### src/rtl/pipelined_adder_if.sv
// Operand and result handshake bundle for pipelined_adder.
// master drives operands and out_ready; slave is the adder itself.
interface pipelined_adder_if #(
    parameter int unsigned WIDTH = 16
) ();
    logic             in_valid;
    logic             in_ready;
    logic [WIDTH-1:0] a;
    logic [WIDTH-1:0] b;
    logic             cin;
    logic             sub;
    logic             out_valid;
    logic             out_ready;
    logic [WIDTH-1:0] sum;
    logic             cout;
    logic             ovf;

    modport master (
        output in_valid,
        output a,
        output b,
        output cin,
        output sub,
        output out_ready,
        input  in_ready,
        input  out_valid,
        input  sum,
        input  cout,
        input  ovf
    );

    modport slave (
        input  in_valid,
        input  a,
        input  b,
        input  cin,
        input  sub,
        input  out_ready,
        output in_ready,
        output out_valid,
        output sum,
        output cout,
        output ovf
    );
endinterface

### src/rtl/pipelined_adder.sv
// Pipelined WIDTH-bit adder/subtractor: the carry chain is cut into STAGES registered
// CHUNK-bit segments, with a valid/ready handshake and a global stall on output backpressure.
module pipelined_adder #(
    parameter int unsigned WIDTH  = 16,
    parameter int unsigned STAGES = 4
) (
    input logic              clk,
    input logic              rst,
    pipelined_adder_if.slave bus
);
    localparam int unsigned CHUNK = WIDTH / STAGES;
    localparam int unsigned LAST  = STAGES - 1;

    logic stall;

    // Inputs seen by each segment adder: the beat for stage 0, stage k-1's registers otherwise.
    logic             src_valid [STAGES];
    logic [WIDTH-1:0] src_a     [STAGES];
    logic [WIDTH-1:0] src_bp    [STAGES];
    logic [WIDTH-1:0] src_psum  [STAGES];
    logic             src_carry [STAGES];

    logic [CHUNK:0]   seg       [STAGES];
    logic [WIDTH-1:0] psum_d    [STAGES];
    logic             carry_d   [STAGES];
    logic             ovf_d;

    logic             valid_q   [STAGES];
    logic [WIDTH-1:0] a_q       [STAGES];
    logic [WIDTH-1:0] bp_q      [STAGES];
    logic [WIDTH-1:0] psum_q    [STAGES];
    logic             carry_q   [STAGES];
    logic             ovf_q;

    assign stall = valid_q[LAST] & ~bus.out_ready;

    // Subtraction is A + ~B + 1, so cin is overridden rather than combined.
    assign src_valid[0] = bus.in_valid;
    assign src_a[0]     = bus.a;
    assign src_bp[0]    = bus.sub ? ~bus.b : bus.b;
    assign src_carry[0] = bus.sub | bus.cin;
    assign src_psum[0]  = '0;

    for (genvar k = 1; k < STAGES; k++) begin : g_link
        assign src_valid[k] = valid_q[k-1];
        assign src_a[k]     = a_q[k-1];
        assign src_bp[k]    = bp_q[k-1];
        assign src_carry[k] = carry_q[k-1];
        assign src_psum[k]  = psum_q[k-1];
    end

    always_comb begin
        for (int k = 0; k < STAGES; k++) begin
            seg[k] = {1'b0, src_a[k][k*CHUNK +: CHUNK]}
                   + {1'b0, src_bp[k][k*CHUNK +: CHUNK]}
                   + (CHUNK+1)'(src_carry[k]);
            psum_d[k] = src_psum[k];
            psum_d[k][k*CHUNK +: CHUNK] = seg[k][CHUNK-1:0];
            carry_d[k] = seg[k][CHUNK];
        end
    end

    // Carry into the MSB is recovered as a ^ b' ^ sum at that bit position.
    assign ovf_d = src_a[LAST][WIDTH-1] ^ src_bp[LAST][WIDTH-1]
                 ^ psum_d[LAST][WIDTH-1] ^ carry_d[LAST];

    always_ff @(posedge clk or posedge rst) begin
        if (rst) begin
            for (int k = 0; k < STAGES; k++) begin
                valid_q[k] <= 1'b0;
                a_q[k]     <= '0;
                bp_q[k]    <= '0;
                psum_q[k]  <= '0;
                carry_q[k] <= 1'b0;
            end
            ovf_q <= 1'b0;
        end else if (!stall) begin
            for (int k = 0; k < STAGES; k++) begin
                valid_q[k] <= src_valid[k];
                // Bubbles leave the data registers untouched.
                if (src_valid[k]) begin
                    a_q[k]     <= src_a[k];
                    bp_q[k]    <= src_bp[k];
                    psum_q[k]  <= psum_d[k];
                    carry_q[k] <= carry_d[k];
                end
            end
            if (src_valid[LAST]) begin
                ovf_q <= ovf_d;
            end
        end
    end

    assign bus.in_ready  = ~stall;
    assign bus.out_valid = valid_q[LAST];
    assign bus.sum       = psum_q[LAST];
    assign bus.cout      = carry_q[LAST];
    assign bus.ovf       = ovf_q;
endmodule

### src/flat_wrapper.sv
// flat-port wrapper written by rule: the top's interface ports become plain ports
module pipelined_adder_flat 
#(
    parameter int unsigned WIDTH  = 16,
    parameter int unsigned STAGES = 4
)
  (clk, rst, bus_in_valid, bus_a, bus_b, bus_cin, bus_sub, bus_out_ready, bus_in_ready, bus_out_valid, bus_sum, bus_cout, bus_ovf);
  pipelined_adder_if #(.WIDTH(WIDTH)) bus_i ();
  input logic clk;
  input logic rst;
  input wire logic [$bits(bus_i.in_valid)-1:0] bus_in_valid;
  input wire logic [$bits(bus_i.a)-1:0] bus_a;
  input wire logic [$bits(bus_i.b)-1:0] bus_b;
  input wire logic [$bits(bus_i.cin)-1:0] bus_cin;
  input wire logic [$bits(bus_i.sub)-1:0] bus_sub;
  input wire logic [$bits(bus_i.out_ready)-1:0] bus_out_ready;
  output wire logic [$bits(bus_i.in_ready)-1:0] bus_in_ready;
  output wire logic [$bits(bus_i.out_valid)-1:0] bus_out_valid;
  output wire logic [$bits(bus_i.sum)-1:0] bus_sum;
  output wire logic [$bits(bus_i.cout)-1:0] bus_cout;
  output wire logic [$bits(bus_i.ovf)-1:0] bus_ovf;
  assign bus_i.in_valid = bus_in_valid;
  assign bus_i.a = bus_a;
  assign bus_i.b = bus_b;
  assign bus_i.cin = bus_cin;
  assign bus_i.sub = bus_sub;
  assign bus_i.out_ready = bus_out_ready;
  assign bus_in_ready = bus_i.in_ready;
  assign bus_out_valid = bus_i.out_valid;
  assign bus_sum = bus_i.sum;
  assign bus_cout = bus_i.cout;
  assign bus_ovf = bus_i.ovf;
  pipelined_adder #(.WIDTH(WIDTH), .STAGES(STAGES)) u_core (.clk(clk), .rst(rst), .bus(bus_i));
endmodule
### config.mk
export PLATFORM = sky130hd
export DESIGN_NAME = pipelined_adder_flat
export DESIGN_NICKNAME = d
export VERILOG_FILES = /design/src/rtl/pipelined_adder_if.sv /design/src/rtl/pipelined_adder.sv /design/src/flat_wrapper.sv
export SDC_FILE = /design/constraint.sdc
export NUM_CORES = 1
export LEC_CHECK = 0
export CORE_UTILIZATION = 35
export DETAILED_ROUTE_END_ITERATION = 6
export PLACE_DENSITY_LB_ADDON = 0.25
export RECOVER_POWER = 25
export SYNTH_ARGS = -nofsm -noshare
export SYNTH_HDL_FRONTEND = slang
export SYNTH_SLANG_ARGS = --single-unit
### constraint.sdc
create_clock -name clk -period 5.68 [get_ports clk]
set_clock_uncertainty 0.05 [all_clocks]
set_input_delay 0.568 -clock clk [delete_from_list [all_inputs] [get_ports clk]]
set_output_delay 0.568 -clock clk [all_outputs]
set_load 0.005 [all_outputs]
Word level (Yosys, flattened, before mapping):

Cells that the tools add are included.

* register bits: 145
* bits in latches: 0
* bits in writable memories: 0
* memory bits (read-only): 0
* input bits: 38
* output and inout bits: 20
* word-level logic and storage cells: 40
* memories: 0

* add/sub/neg operators: 8
* multiply operators: 0
* divide/modulo/power cells: 0
* $lt $le $gt $ge: 0
* eq/ne operators: 0
* shift-type cells: 0
* mux-type cells: 1
* bitwise gates (word level): 8
* reduce and logical (&&, ||, !) cells: 4

Operators by type and width (number)
* $add 4x4->5: 4
* $add 5x1->5: 4
* $mux 16: 1
* $not 16->16: 1
* $reduce_and 2->1: 4
* $xor 1x1->1: 3
* $not 1->1: 2
* $and 1x1->1: 1
* $or 1x1->1: 1

Logic depth before layout (Yosys ltp):

* depth in word-level cells: 4
* gate-level depth with buffers: 10
* mapped depth without buffers: 8

Least setup slack after synthesis:

No wires, ideal clock.

* kind: input to register
* start point: in bus_sub
* end point: reg u_core.carry_q[3] (netlist name)
* setup time: 127 ps
* arrival time: 2200 ps
* slack: 3303 ps
* stages: 10
* buffers on the path: 2
* cell sequence: buf_4 > buf_4 > or2_2 > fa_1 > inv_1 > fa_1 > inv_1 > a21o_1 > a21oi_1 > o21ai_0

* word-level cells in the longest chain between the ends: 3
* elaborated cells between the ends (all ways): 4
* those cells by class: add/sub: 2; mux: 1; bitwise: 1

RTL lines
* from (decl): line flat_wrapper.sv:15 `input wire logic [$bits(bus_i.sub)-1:0] bus_sub;`
* $mux 16: line pipelined_adder.sv:40 `assign src_bp[0] = bus.sub ? ~bus.b : bus.b;`
* $add 4x4->5: line pipelined_adder.sv:55 `+ {1'b0, src_bp[k][k*CHUNK +: CHUNK]}`
* $add 5x1->5 *: line pipelined_adder.sv:56 `+ (CHUNK+1)'(src_carry[k]);`
* to (signal, indexed assignment): line pipelined_adder.sv:85 `carry_q[k] <= carry_d[k];`
* to (decl): line pipelined_adder.sv:32 `logic carry_q [STAGES];`

Mark *: on every way between the ends. The rest lies on a longest branch, timed or not.
A chain may end at the register's enable or synchronous reset.

Final worst setup path:

Ends and elaborated chain as after synthesis.

==> flow_summary.ini <==
[critical_path]
r2r-start = u_core.bus.out_valid
reg2reg_depth = 4
arrival_ns = 3.09
crit_fanout = 17
regToRegSetupSlack_ns = 3.26
cp-startpoint = bus_sub
crit_type = in2reg
cp-endpoint = u_core.carry_q[3]
reg2reg_to = u_core.bp_q[31]
cp.required_ns = 5.84
crit_path_end_kind = flop
critPathLaunchType = primary input

[floorplan]
core_area_sq_um = 12700
die_area_sq_um = 13500
die_x_um = 116
initial_core_util_pct = 36.0
num_rows = 41
io-pin-count = 58
fp.dieH_um = 116

[global_routing]
first_global_vias = 2486
grt_usage_pct = 12.2
grt_pass1_wl_um = 12400
grt_max_degree = 53
grt-ovfl-total = 0
antenna_found_initial = 0

[placement]
placed_cells = 536
portBuffers = 57
hpwlAfterDp_um = 5170
gp_congestion = 0.748

[synth]
syn_area_sq_um = 4560
synth.net_count = 377
yosysWarningCount = 0
post-synth-top-area-cell = dfrtp_1
syn_avg_cell_area_sq_um = 14.3
synthDistinctLibCells = 26
yosysSeqAreaShare_pct = 53.3
ys_ff_latch = 97
synth_top_area_share_pct = 53.3
syn_inst = 319
synth.area.top_cells = dfrtp_1 53%, mux2_4 17%, fa_1 3.5%

[cells_and_area]
diodes = 0
nets = 433
area_growth_pct = 19.7
drive_above_1_share_pct = 22.9
instances_no_fill = 552
fillers = 1186

[outcome]
violations = max-capacitance violations, max-slew violations
status = complete, but fails checks

[detailed_routing]
ant_nets = 0
drtIter0Drc = 77
wl_per_cell_um = 13.1
route.detailed.drc = 0
routed-via-count = 2345
viasPerCell = 4.25
drt_pass1_iterations = 5
totalWireLength_um = 7240

[min_path]
hold_path_class = reg2reg

[cts]
cts_resized = 0
worstSkewPairLatency_ns = 0.34
clkTransAtPathRegs_ns = 0.06
htree_levels = 3
postCtsHoldBufs = 0
clock_sinks = 97
cts_buffers = 9
cts_root_buf = clkbuf_16
cts_setup_buffers = 0
clock_path_buffers = 2
cts_tree = yes

[timing]
tightest_slew_ns = 2.20
hold_violations = 0
max-slew-margin-rel_pct = -47.3
slew_violations = 53
finalSetupViolCount = 0
fin_tns_setup_ns = 0
rsz0062_at_grt = no
fmax_mhz = 341
post-route-period-util_pct = 51.6
fin_crit_ns = 2.93
fin_hold_ws_ns = 0.428

[power_and_ir_drop]
power_density_nw_per_um2 = 537
ir_drop_mv = 0.156
leakage_nw = 2.57
power_mw = 2.93

[job]
maxCapViolCount = 1
power breakdown:
part	leakage [nW]	total, mW	internal [mW]	switching [mW]
Sequential	1.17	1.19	1.00	0.192
Combinational	1.25	1.15	0.722	0.425
Clock	0.146	0.588	0.339	0.249
Total	2.57	2.93	2.06	0.866
worst min-delay path by stage:
stage | start | endpoint | cells past startpoint
floorplan | u_core.psum_d[10] | u_core.psum_d[10] | 2
global placement | u_core.psum_d[11] | u_core.psum_d[11] | 2
detailed placement | u_core.bus.sum[15] | u_core.bus.sum[15] | 2
CTS | u_core.bus.sum[15] | u_core.bus.sum[15] | 2
global route | u_core.psum_d[34] | u_core.psum_d[34] | 2
finish | u_core.psum_d[34] | u_core.psum_d[34] | 2
synthesized netlist by cell type, drive strengths merged:
cell and number:
fa 8, xnor2 13, clkbuf 1, xor2 12, a21oi 9, o21ai 27, mux2 65, inv 14
nand2 37, a21o 8, nor2 1, dfrtp 97, or2 1, nor2b 1, nand2b 1, buf 12
ha 12
kinds of logic after synthesis:
logic type / Yosys count / synth area share [%]
fa+ha+maj: 20 / 6.81
buf+inv: 27 / 4.81
simple gates: 41 / 4.75
flops: 97 / 53.3
compound gates: 44 / 5.27
xor+xnor: 25 / 4.81
mux: 65 / 20.3
routing by layer:
| layer | global-route usage (%) | vias up | wire length (um) |
|---|---|---|---|
| li1 | - | 1191 | - |
| met5 | 0 | - | 0 |
| met1 | 16.9 | 1098 | 3710 |
| met4 | 6.15 | 0 | 142 |
| met3 | 3.40 | 10 | 330 |
| met2 | 17.7 | 46 | 3070 |
stage by stage:
step | cell area [sq um] | setup WS [ns] | utilization, %
final | 5460 | 2.75 | 43.1
after global routing | 5460 | 2.45 | 43.1
after CTS | 5480 | 2.70 | 43.3
after detailed placement | 5190 | 2.34 | 41.0
after global placement | 5190 | 2.50 | 41.0
after floorplan | 4560 | 2.53 | -
layout by cell type, fill, tap and decap left out:
cell type        Yosys  final
clkbuf_1             0      1
mux2_2              14     14
clkbuf_16            0      9
clkinvlp_2           0      1
nor2_1               1      1
inv_1               13     12
bufinv_16            0      1
xnor2_1             13     13
fa_1                 8      8
a21o_1               8      8
dlygate4sd3_1        0      1
nand2b_1             1      1
mux2_4              51     51
nand2_1             33     34
nor2b_1              0      1
a21oi_1              9      9
or2_2                1      1
o21ai_1              1      1
dfrtp_1             97     97
nand2_8              2      1
buf_4                2      1
clkinv_4             0      1
clkinv_2             0      4
inv_8                1      1
o21ai_0             26     26
clkdlybuf4s50_1      0     56
xor2_1              12     12
nand2_4              2      2
ha_1                12     12
cell type report:
class / instances / area [sq um] / area share, %
Sequential cell: 97 / 2430 / 44.5
Multi-Input combinational cell: 195 / 1890 / 34.6
Timing Repair Buffer: 58 / 578 / 10.6
Clock buffer: 10 / 229 / 4.20
Tap cell: 172 / 215 / 3.94
Inverter: 14 / 61.3 / 1.12
Clock inverter: 6 / 58.8 / 1.08
worst max-delay path: stages:
cell             delay, ns
clkdlybuf4s50_1       0.87
or2_2                 0.52
fa_1                  0.40
inv_1                 0.08
fa_1                  0.20
inv_1                 0.06
a21o_1                0.15
a21oi_1               0.14
o21ai_0               0.08
registers in the layout, indices dropped and copies added, names as in the netlist:
| name | cells |
|---|---|
| u_core.a_q | 24 |
| u_core.bp_q | 24 |
| u_core.bus.cout | 1 |
| u_core.bus.out_valid | 1 |
| u_core.bus.ovf | 1 |
| u_core.bus.sum | 16 |
| u_core.carry_q | 3 |
| u_core.psum_d | 24 |
| u_core.src_valid | 3 |
Note: power is estimated with default switching activity, not from simulation.
